[config.mk]
export PLATFORM = sky130hd
export DESIGN_NAME = mem_xbar_arb
export DESIGN_NICKNAME = d
export VERILOG_FILES = /design/src/rtl/mem_xbar_arb.sv
export SDC_FILE = /design/constraint.sdc
export NUM_CORES = 1
export LEC_CHECK = 0
export BUFFER_PORTS_ARGS = -buffer_cell sky130_fd_sc_hd__buf_2
export CELL_PAD_IN_SITES_DETAIL_PLACEMENT = 1
export CELL_PAD_IN_SITES_GLOBAL_PLACEMENT = 1
export CORE_AREA = 2 2 236 238
export DETAILED_ROUTE_END_ITERATION = 8
export DIE_AREA = 0 0 238 240
export GPL_TIMING_DRIVEN = 0
export PLACE_DENSITY_LB_ADDON = 0.1
export SYNTH_ARGS = -nofsm -noshare
export SYNTH_HDL_FRONTEND = slang
export SYNTH_SLANG_ARGS = --single-unit
[constraint.sdc]
create_clock -name xbar_clk_i -period 5.1 [get_ports xbar_clk_i]
set_clock_uncertainty 0.1 [all_clocks]
set_input_delay 1.02 -clock xbar_clk_i [delete_from_list [all_inputs] [get_ports xbar_clk_i]]
set_output_delay 1.02 -clock xbar_clk_i [all_outputs]
set_load 0.02 [all_outputs]
[src/rtl/mem_xbar_arb.sv]
// mem_xbar_arb: two-master round-robin arbiter onto NSLV address-decoded slave ports
// Ports: xbar_clk_i/xbar_rst_i clock and sync active-high reset;
//   m0_* fetch master (read-only), m1_* load/store master, each with a one-cycle rsp_valid;
//   s_req_valid_o/s_req_ready_i per-slave request handshake, s_wen/addr/wdata/wmask shared payload;
//   s_rsp_valid_i/s_rdata_i per-slave response.
// Optional: define MEM_XBAR_TIMEOUT_EN to abort a slave access after TIMEOUT_CYC cycles with err=1.
module mem_xbar_arb #(
  parameter int NSLV = 2,
  parameter int DATA_W = 64,
  parameter logic [NSLV*DATA_W-1:0] SLV_BASE = {64'h0000_0000_0200_0000, 64'h0000_0000_8000_0000},
  parameter logic [NSLV*DATA_W-1:0] SLV_MASK = {64'hFFFF_FFFF_FFFF_0000, 64'hFFFF_FFFF_F800_0000},
  parameter int TIMEOUT_CYC = 255
) (
  input  logic                   xbar_clk_i,
  input  logic                   xbar_rst_i,
  input  logic                   m0_req_i,
  input  logic [DATA_W-1:0]      m0_addr_i,
  output logic                   m0_rsp_valid_o,
  output logic                   m0_rsp_err_o,
  output logic [DATA_W-1:0]      m0_rdata_o,
  input  logic                   m1_req_i,
  input  logic                   m1_wen_i,
  input  logic [DATA_W-1:0]      m1_addr_i,
  input  logic [DATA_W-1:0]      m1_wdata_i,
  input  logic [7:0]             m1_wmask_i,
  output logic                   m1_rsp_valid_o,
  output logic                   m1_rsp_err_o,
  output logic [DATA_W-1:0]      m1_rdata_o,
  output logic [NSLV-1:0]        s_req_valid_o,
  input  logic [NSLV-1:0]        s_req_ready_i,
  output logic                   s_wen_o,
  output logic [DATA_W-1:0]      s_addr_o,
  output logic [DATA_W-1:0]      s_wdata_o,
  output logic [7:0]             s_wmask_o,
  input  logic [NSLV-1:0]        s_rsp_valid_i,
  input  logic [NSLV*DATA_W-1:0] s_rdata_i
);
  localparam int SW = NSLV > 1 ? $clog2(NSLV) : 1;
  typedef enum logic [1:0] {IDLE, SREQ, SRSP, RESP} state_t;
  state_t state_q, state_d;
  logic last_q, last_d, gnt_q, gnt_d, wen_q, wen_d;
  logic [DATA_W-1:0] addr_q, addr_d, wdata_q, wdata_d;
  logic [7:0] wmask_q, wmask_d;
  logic [SW-1:0] sel_q, sel_d, hit_sel;
  logic [DATA_W-1:0] m0_rdata_q, m0_rdata_d, m1_rdata_q, m1_rdata_d, rsp_data, nxt_addr;
  logic m0_err_q, m0_err_d, m1_err_q, m1_err_d;
  logic gnt_nxt, hit, rsp_wr, rsp_err, timeout;
  // Ties go to the master not granted last; a lone request always wins.
  always_comb begin
    gnt_nxt = (m0_req_i && m1_req_i) ? ~last_q : m1_req_i;
    nxt_addr = gnt_nxt ? m1_addr_i : m0_addr_i;
    hit = 1'b0;
    hit_sel = '0;
    // Scanning downward lets the lowest matching window win.
    for (int i = NSLV - 1; i >= 0; i--) begin
      if ((nxt_addr & SLV_MASK[i*DATA_W +: DATA_W]) == SLV_BASE[i*DATA_W +: DATA_W]) begin
        hit = 1'b1;
        hit_sel = SW'(i);
      end
    end
  end
  always_comb begin
    state_d = state_q;
    last_d = last_q;
    gnt_d = gnt_q;
    wen_d = wen_q;
    addr_d = addr_q;
    wdata_d = wdata_q;
    wmask_d = wmask_q;
    sel_d = sel_q;
    rsp_wr = 1'b0;
    rsp_err = 1'b1;
    rsp_data = '0;
    case (state_q)
      IDLE: if (m0_req_i || m1_req_i) begin
        gnt_d = gnt_nxt;
        last_d = gnt_nxt;
        wen_d = gnt_nxt & m1_wen_i;
        addr_d = nxt_addr;
        wdata_d = gnt_nxt ? m1_wdata_i : '0;
        wmask_d = gnt_nxt ? m1_wmask_i : 8'h00;
        sel_d = hit_sel;
        state_d = hit ? SREQ : RESP;
        rsp_wr = ~hit;
      end
      SREQ: if (timeout) begin
        state_d = RESP;
        rsp_wr = 1'b1;
      end else if (s_req_ready_i[sel_q]) begin
        state_d = SRSP;
      end
      SRSP: if (timeout) begin
        state_d = RESP;
        rsp_wr = 1'b1;
      end else if (s_rsp_valid_i[sel_q]) begin
        state_d = RESP;
        rsp_wr = 1'b1;
        rsp_err = 1'b0;
        rsp_data = wen_q ? '0 : s_rdata_i[sel_q*DATA_W +: DATA_W];
      end
      default: state_d = IDLE;
    endcase
    // Response registers update only when their master's response is formed, so they hold until the next one.
    m0_rdata_d = (rsp_wr && !gnt_d) ? rsp_data : m0_rdata_q;
    m0_err_d = (rsp_wr && !gnt_d) ? rsp_err : m0_err_q;
    m1_rdata_d = (rsp_wr && gnt_d) ? rsp_data : m1_rdata_q;
    m1_err_d = (rsp_wr && gnt_d) ? rsp_err : m1_err_q;
  end
`ifdef MEM_XBAR_TIMEOUT_EN
  logic [15:0] cnt_q, cnt_d;
  assign cnt_d = (state_q == SREQ || state_q == SRSP) ? cnt_q + 16'd1 : '0;
  assign timeout = (state_q == SREQ || state_q == SRSP) && cnt_q == 16'(TIMEOUT_CYC - 1);
  always_ff @(posedge xbar_clk_i) cnt_q <= xbar_rst_i ? '0 : cnt_d;
`else
  assign timeout = 1'b0;
`endif
  always_ff @(posedge xbar_clk_i) begin
    if (xbar_rst_i) begin
      state_q <= IDLE;
      last_q <= 1'b0;
      gnt_q <= 1'b0;
      wen_q <= 1'b0;
      addr_q <= '0;
      wdata_q <= '0;
      wmask_q <= '0;
      sel_q <= '0;
      m0_rdata_q <= '0;
      m0_err_q <= 1'b0;
      m1_rdata_q <= '0;
      m1_err_q <= 1'b0;
    end else begin
      state_q <= state_d;
      last_q <= last_d;
      gnt_q <= gnt_d;
      wen_q <= wen_d;
      addr_q <= addr_d;
      wdata_q <= wdata_d;
      wmask_q <= wmask_d;
      sel_q <= sel_d;
      m0_rdata_q <= m0_rdata_d;
      m0_err_q <= m0_err_d;
      m1_rdata_q <= m1_rdata_d;
      m1_err_q <= m1_err_d;
    end
  end
  assign s_req_valid_o = (state_q == SREQ) ? NSLV'(1) << sel_q : '0;
  assign s_wen_o = wen_q;
  assign s_addr_o = addr_q;
  assign s_wdata_o = wdata_q;
  assign s_wmask_o = wmask_q;
  assign m0_rsp_valid_o = state_q == RESP && !gnt_q;
  assign m1_rsp_valid_o = state_q == RESP && gnt_q;
  assign m0_rdata_o = m0_rdata_q;
  assign m0_rsp_err_o = m0_err_q;
  assign m1_rdata_o = m1_rdata_q;
  assign m1_rsp_err_o = m1_err_q;
endmodule

==> results.md, run 1 <==
Synthesis:
- The number of library cell types mapped by synthesis is 44.
- For this run, the number of Yosys warnings is 0.
- For this run, asynchronously set or reset flops after synthesis account for 0%.
- The mapped netlist covers 0.0118 mm^2.
- Averaged over all synthesized cells, the footprint is 9.39 um^2.
- Counting flops with a built-in enable in the synthesized netlist gives 0.
- In the synthesized netlist the dominant register cell turns out to be dfxtp_1.
- After synthesis the netlist holds a flip-flop and latch count of between 200 and 300.
- For this run, the register share of the synthesized area comes to about 46%.
- The number of nets handed over by synthesis was 1598.
- The number of standard cells after synthesis is about 1300.

Layout:
- In the layout the commonest cells are buf_2, dfxtp_1, nand2_1.
- The library cell used most frequently in the layout, excluding fill and tap cells, is buf_2.
- The cell area after layout is 0.0168 mm^2.
- In the final design database the tool counted around 2200 nets.
- The layout cell share with drive strength beyond 1 is 38.7%.
- The filler cells instantiated in the layout total 6592.
- The post-layout utilization of the core is 30.8%.
- Compared with the post-synthesis result, the final layout area differs by 42.6%.

Power:
- The total leakage power is 8.05 nW.
- For this design the ratio of total power to cell area is ~470 mW/mm^2.
- The maximum VDD drop is 0.201 mV.

Clock tree:
- The root buffer selected by CTS is clkbuf_16.
- The insertion delay to the later sink of the worst-skew pair is 0.54 ns.
- The total of hold buffers inserted after clock tree synthesis is 0.
- The largest buffer count on any clock path is 3.
- Clock-pin slew was measured on the worst setup and hold paths at 0.06 ns.
- TritonCTS built the clock tree.
- Clock tree synthesis inserted a total of 36 buffers.
- The level count of the clock H-tree is 2.
- In this run the post-CTS setup repair buffer count came out at 0.
- The number of sinks handled by clock tree synthesis is 272.
- After clock tree synthesis, the repair step resized 0 gates.

Worst setup path:
- The critical path contains buffers and inverters numbering 4 combined.
- In this design, the largest share of critical-path delay is due to buffers and inverters.
- On the worst path, the slowest cell contributes a delay of between 0.6 and 0.7 ns.
- The required time reported for the critical path endpoint is 3.98 ns.
- The category of the most critical setup path is reg2out.
- The slowest stage cell on the critical path is clkbuf_1.
- The kind of end point of the critical path is an output port.
- STA classifies the critical path startpoint as a flip-flop.
- The maximum net fanout on the critical path is 10.
- For the worst setup path, the data arrival time is 2.73 ns.
- The critical path goes through buf_2 > clkbuf_1 > clkbuf_1 > and2_1 > buf_2.

Detailed routing:
- The post-detailed-routing wire length is 55000 um.
- After detailed routing, the number of remaining DRC violations is 0.
- The routed layout has 11700 vias.
- In the routed layout, each cell is associated on average with a via count of 4.46.
- The count of nets left with antenna violations once routing finished came out at 0.
- The initial detailed-routing violation count is 355.
- After detailed routing, the average wire length per cell comes to 20.9 um.
- The first detailed-routing pass took 4 iterations.

STA:
- Setup repair after global routing left no endpoint under its margin.
- The slew at the pin closest to its max-slew limit is 0.978 ns.
- The headroom to the max-slew limit is 34.4%.
- Setup violations remaining at the end of the flow were counted as 0.
- The achievable frequency is 260 MHz.
- The worst path meets setup with 1.25 ns of slack.
- The accumulated negative setup slack is 0 ns.
- The final number of hold-violating endpoints is 0.
- The final worst-path cycle share is 75.5%.
- The max-slew violation count is 0.
- The minimum clock period is between 3 and 4 ns.

Run status:
- The flow ran to the end, and the final reports show no timing, DRC or antenna violations.

Floorplanning:
- The starting density of the core is 21.6%.
- The floorplan step set the die width to 238 um.
- The die covers 0.0571 mm^2.
- The area of the core region is 0.0547 mm^2.
- The vertical extent of the die is 240 um.
- After floorplanning, the core was divided into 86 placement rows.
- The number of ports placed on the die boundary is 608.

Global route:
- For this run the aggregate overflow at the end of global routing stands at 0.
- The number of antenna violations at the first check in global routing came to 18.
- The combined global-route utilization of all metal layers is a little under a fifth.
- Entering global routing, the biggest net connects 11 pins.
- The number of global-route vias before repair was 12500.
- The first global-routing pass estimated about 80000 um of wire.

Run:
- The number of max-cap violations is 0.

Placement:
- At the end of routability-driven placement, the weighted congestion stood at 0.812.
- After detailed placement, the total cell area comes to 0.0157 mm^2.
- The setup slack at placement is 1.41 ns.
- The half-perimeter wire length after placement is 43500 um.
- The count of input and output buffers is 605.

Hold path:
- The path category of the worst min-delay check is reg2reg.
==> layer usage <==
metal  track usage (%)  vias up  routed length (um)
li1                  -     5666                   -
met1              20.8     5596               22000
met2              33.0      386               27200
met3              6.14       84                4270
met4              6.12       16                1420
met5                 0        -                  93
==> state kept, by name (all words and copies together), names as in the netlist, 2 cells and up <==
| signal | cells |
|---|---|
| m0_rdata_o | 64 |
| m1_rdata_o | 64 |
| s_addr_o | 64 |
| s_wdata_o | 64 |
| s_wmask_o | 8 |
| state_q | 2 |
==> synthesized netlist by cell type, types with 2 or more instances <==
| cell type | instances | share of area (%) |
|---|---|---|
| inv_1 | 4 | 0.13 |
| and2_1 | 3 | 0.16 |
| buf_2 | 2 | 0.085 |
| buf_1 | 8 | 0.25 |
| buf_6 | 7 | 0.67 |
| nor4_1 | 19 | 1.0 |
| a311oi_1 | 63 | 4.7 |
| nor3b_1 | 3 | 0.19 |
| buf_12 | 6 | 1.0 |
| ha_1 | 5 | 0.53 |
| mux2i_1 | 131 | 11 |
| nand2b_1 | 129 | 6.8 |
| dfxtp_1 | 272 | 46 |
| mux2_2 | 65 | 6.2 |
| nand2_1 | 193 | 6.1 |
| a22oi_1 | 74 | 4.7 |
| and4_1 | 2 | 0.15 |
| nand4_1 | 5 | 0.27 |
| nor2_1 | 149 | 4.7 |
| a21oi_1 | 4 | 0.17 |
| clkbuf_1 | 80 | 2.5 |
| nor3_2 | 2 | 0.17 |
| a22o_1 | 3 | 0.22 |
| nor3_1 | 6 | 0.25 |
| nor2b_1 | 2 | 0.11 |
==> worst reg2reg max path: cells and delay by family (launching register included) <==
family | cells | cell delay, ns
simple gates | 3 | 1.26
flops | 1 | 0.30
buf+inv | 2 | 0.71
mux | 2 | 0.48
==> stage by stage <==
step                      hold WS, ns  total power, mW  std cells
after detailed placement        0.366             5.60       2565
after global routing            0.397             8.41       2628
final                           0.368             7.93       2632
after floorplan                 0.383             4.49       1256
after CTS                       0.376             8.10       2623
after global placement          0.360             5.56       2565
==> path summary, 6_finish.rpt <==
kind / from / to / slack, ns / depth (start not counted)
max: sel_q$_SDFFE_PP0P_ / s_req_valid_o[1] / 1.25 / 5
min: m1_rdata_o[14]$_SDFFE_PP0P_ / m1_rdata_o[14]$_SDFFE_PP0P_ / 0.37 / 2
max reg2reg: sel_q$_SDFFE_PP0P_ / m0_rdata_o[20]$_SDFFE_PP0P_ / 2.15 / 7
min reg2reg: m1_rdata_o[14]$_SDFFE_PP0P_ / m1_rdata_o[14]$_SDFFE_PP0P_ / 0.37 / 2
==> power by group <==
group | leakage (nW) | internal [mW] | total (mW) | switching, mW
combinational | 5.29 | 1.02 | 2.83 | 1.81
clock | 0.541 | 1.44 | 2.43 | 0.993
sequential | 2.22 | 2.48 | 2.67 | 0.189
total | 8.05 | 4.94 | 7.93 | 2.99
==> cell type report <==
class                   count  area [um^2]  share of cell area [%]
clock inverters             4         27.5                   0.164
flip-flops and latches    272         5450                    32.4
diodes                      9         22.5                   0.134
repair buffers            605         3030                    18.0
well taps                 704          881                    5.23
plain buffers             105          552                    3.28
multi-input cells         875         5790                    34.4
inverters                   4         15.0                  0.0892
clock buffers              54         1070                    6.36
==> kinds of logic (layout without fill, tap and decap cells) <==
family,Yosys count,in the layout,synth area share (%)
buffers and inverters,109,772,4.80
flip-flops,272,272,46.2
AND/OR/NAND/NOR,516,516,20.3
multiplexers,196,196,17.3
adder cells (fa/ha/maj),5,5,0.530
AO/OA/AOI/OAI,158,158,10.9
other,0,9,0
Note: power is estimated with default switching activity, not from simulation.
==> inputs of run 2 (changes only) <==
==> constraint.sdc (replaced) <==
create_clock -name xbar_clk_i -period 3.9 [get_ports xbar_clk_i]
set_clock_uncertainty 0.1 [all_clocks]
set_input_delay 0.78 -clock xbar_clk_i [delete_from_list [all_inputs] [get_ports xbar_clk_i]]
set_output_delay 0.78 -clock xbar_clk_i [all_outputs]
set_load 0.02 [all_outputs]
==> results.md, run 2 (synthesis gave the netlist of run 1 again) <==
Clock tree:
- The count of cells resized by post-cts repair is 0 (unchanged).
- The tree is rooted in a clkbuf_16.
- The number of sinks handled by clock tree synthesis was 272 (unchanged).
- The CTS tree is built.
- The level count of the clock H-tree is 2 (unchanged).
- The total of hold buffers inserted after clock tree synthesis was 0 (unchanged).
- The largest buffer count on any clock path is 3 (unchanged).
- The number of CTS-inserted buffers came to 36 (unchanged).
- The clock-pin slew on the worst setup and hold paths was 0.06 ns (about the same).
- The number of setup buffers added after CTS is 0 (unchanged).
- The insertion delay to the later sink of the worst-skew pair was 0.54 ns (about the same).

Floorplanning:
- The starting density of the core is 21.6% (unchanged).
- The die width was 238 um (unchanged).
- The area of the core region is 0.0547 mm^2 (unchanged).
- The vertical extent of the die is 240 um (unchanged).
- The number of ports placed on the die boundary is 608 (unchanged).
- The number of placement rows is 86 (unchanged).
- The die area is 0.0571 mm^2 (unchanged).

Global route:
- The met3 layer usage reported by global route is 6.14% (unchanged).
- The combined global-route utilization of all metal layers came to 18.5% (unchanged).
- The number of antenna violations at the first check in global routing is 18 (unchanged).
- The pin count of the biggest net entering global routing came to 11 (unchanged).
- The first-pass GRT wire length is 79500 um (unchanged).
- The met2 routing resource usage after global routing is 33.0% (unchanged).
- The total overflow reported by the global router is 0 (unchanged).
- The global-route track usage on met1 is 20.8% (unchanged).
- The number of global-route vias before repair is 12500 (unchanged).
- In this run the most used layer during global routing was met2.

Run status:
- The flow ran to the end, and the final reports show no timing, DRC or antenna violations.

Worst setup path:
- The maximum single-stage delay on the critical path is 0.76 ns (+0.11 ns).
- The sort of element at the start of the critical path is a flip-flop.
- The critical path goes through buf_2 > mux2i_1 > nand2b_1 > nor3_2 > clkbuf_1 > nand2_1 > mux2i_1.
- The worst setup path is captured at a flip-flop.
- The critical path is of the reg2reg type.
- The data arrival time of the worst path is 3.56 ns (+0.83 ns).
- The most numerous cell type found on the critical path is mux2i_1.
- The slowest stage cell on the critical path is nor3_2.
- The maximum net fanout on the critical path is 15 (+5).
- The required time reported for the critical path endpoint is 4.26 ns (+0.28 ns).

STA:
- The final number of hold-violating endpoints is 0 (unchanged).
- The accumulated negative setup slack is 0 ns (unchanged).
- The slew at the pin closest to its max-slew limit is 0.978 ns (-0.000231 ns).
- The headroom to the max-slew limit was 34.5% (about the same).
- Setup repair after global routing left no endpoint under its margin.
- The max-slew violation count is 0 (unchanged).
- For this run, the top clock speed supported by timing is 312 MHz.
- The worst path uses roughly 82% of the clock period.
- The minimum clock period is 3.21 ns.
- The worst setup margin is 0.694 ns (-0.557 ns).
- The total setup violations reported at the end of the flow is 0 (unchanged).

Layout:
- Leaving out fill and tap cells, the most frequent cell in the layout is buf_2.
- The layout cell share with drive strength beyond 1 is 38.7% (about the same).
- The layout-stage area growth over the synthesis result is 42.6% (about the same).
- The filler cell count is 6590 (-0.030%).
- The count of non-filler cells in the finished layout is 2631 (-0.038%).
- Leaving out fill and tap cells, the most frequent cells in the layout are buf_2, dfxtp_1, nand2_1.
- The number of nets in the layout is 2240 (-0.045%).
- The post-layout utilization of the core came to 30.8% (about the same).

Detailed routing:
- The mean routed wirelength per cell is 20.9 um (about the same).
- The DRC violation count after routing is 0 (unchanged).
- The number of search-and-repair iterations in the first detailed-routing pass was 4 (unchanged).
- The initial detailed-routing violation count is 321 (-9.6%).
- The total via count after detailed routing was 11700 (-0.13%).
- The routed via count divided by cell count is 4.46 (about the same).
- The post-detailed-routing wire length came to 54900 um (-0.14%).
- The number of nets with antenna violations after routing is 0 (unchanged).

Power:
- The total net switching power is 3.92 mW (+31%).
- The relative contribution of sequential cells to total power came to 33.7% (about the same).
- The combinational group share of total power is 35.6% (about the same).
- The internal cell power was 6.46 mW (+31%).
- The maximum VDD drop is 0.263 mV (+31%).
- The switching portion of total power was 37.8% (about the same).
- The total leakage power is 8.05 nW (about the same).
- The clock share of power came to 30.7% (about the same).
- The power density normalized to cell area is 616 mW/mm^2 (+31%).

Placement:
- The placed cell count is 2565 (unchanged).
- The global placement routability congestion is 0.812 (unchanged).
- The setup slack at placement is 0.455 ns (-0.960 ns).
- The count of input and output buffers was 605 (unchanged).
- The half-perimeter wire length after placement is 43500 um (unchanged).

Run:
- The number of max-cap violations was 0 (unchanged).

Hold path:
- The path category of the worst min-delay check is reg2reg.
[run 2: changes by cell type in the layout (fill, tap and decap cells not counted)]
cell             before  now
clkbuf_1             89   87
clkdlybuf4s15_1       0    1
[run 2: critical path: cells and delay by family, from the launching register on]
family,cells,cell delay [ns]
muxes,2,0.55
buffers and inverters,2,0.88
and+or+nand+nor,3,1.25
DFF,1,0.30
[run 2: worst paths after layout]
check / slack, ns / depth (start not counted) / endpoint / start
hold reg to reg: 0.37 / 2 / m1_rdata_o[14]$_SDFFE_PP0P_ / m1_rdata_o[14]$_SDFFE_PP0P_
hold / removal: 0.37 / 2 / m1_rdata_o[14]$_SDFFE_PP0P_ / m1_rdata_o[14]$_SDFFE_PP0P_
setup reg to reg: 0.69 / 7 / m0_rdata_o[20]$_SDFFE_PP0P_ / sel_q$_SDFFE_PP0P_
setup / recovery: 0.69 / 7 / m0_rdata_o[20]$_SDFFE_PP0P_ / sel_q$_SDFFE_PP0P_
[run 2: per-layer routing]
metal	routed length (um)	up-vias
li1	-	5664
met1	22000	5596
met2	27200	373
met3	4240	84
met4	1420	16
met5	93	-
[run 2: power groups by stage]
stage	Sequential (mW)	Combinational [mW]	Clock (mW)
final	3.50	3.70	3.18
after global routing	3.56	4.02	3.42
after CTS	3.50	3.79	3.31
after detailed placement	3.55	3.78	0
after global placement	3.54	3.74	0
after floorplan	4.08	1.79	0
[run 2: per-stage QoR]
step                instance area [um^2]  hold slack, ns  power [mW]
global route                       16800           0.353        11.0
floorplan                          11800           0.383        5.87
finish                             16800           0.368        10.4
detailed placement                 15700           0.366        7.33
global placement                   15700           0.360        7.28
CTS                                16800           0.331        10.6
[run 2: area by class of cell]
| class | instances | area, um^2 | area share (%) |
|---|---|---|---|
| Multi-Input combinational cell | 875 | 5790 | 34.4 |
| Sequential cell | 272 | 5450 | 32.4 |
| Timing Repair Buffer | 605 | 3030 | 18.0 |
| Buffer | 104 | 554 | 3.29 |
| Inverter | 4 | 15.0 | 0.0892 |
| Tap cell | 704 | 881 | 5.23 |
| Antenna cell | 9 | 22.5 | 0.134 |
| Clock buffer | 54 | 1070 | 6.36 |
| Clock inverter | 4 | 27.5 | 0.164 |
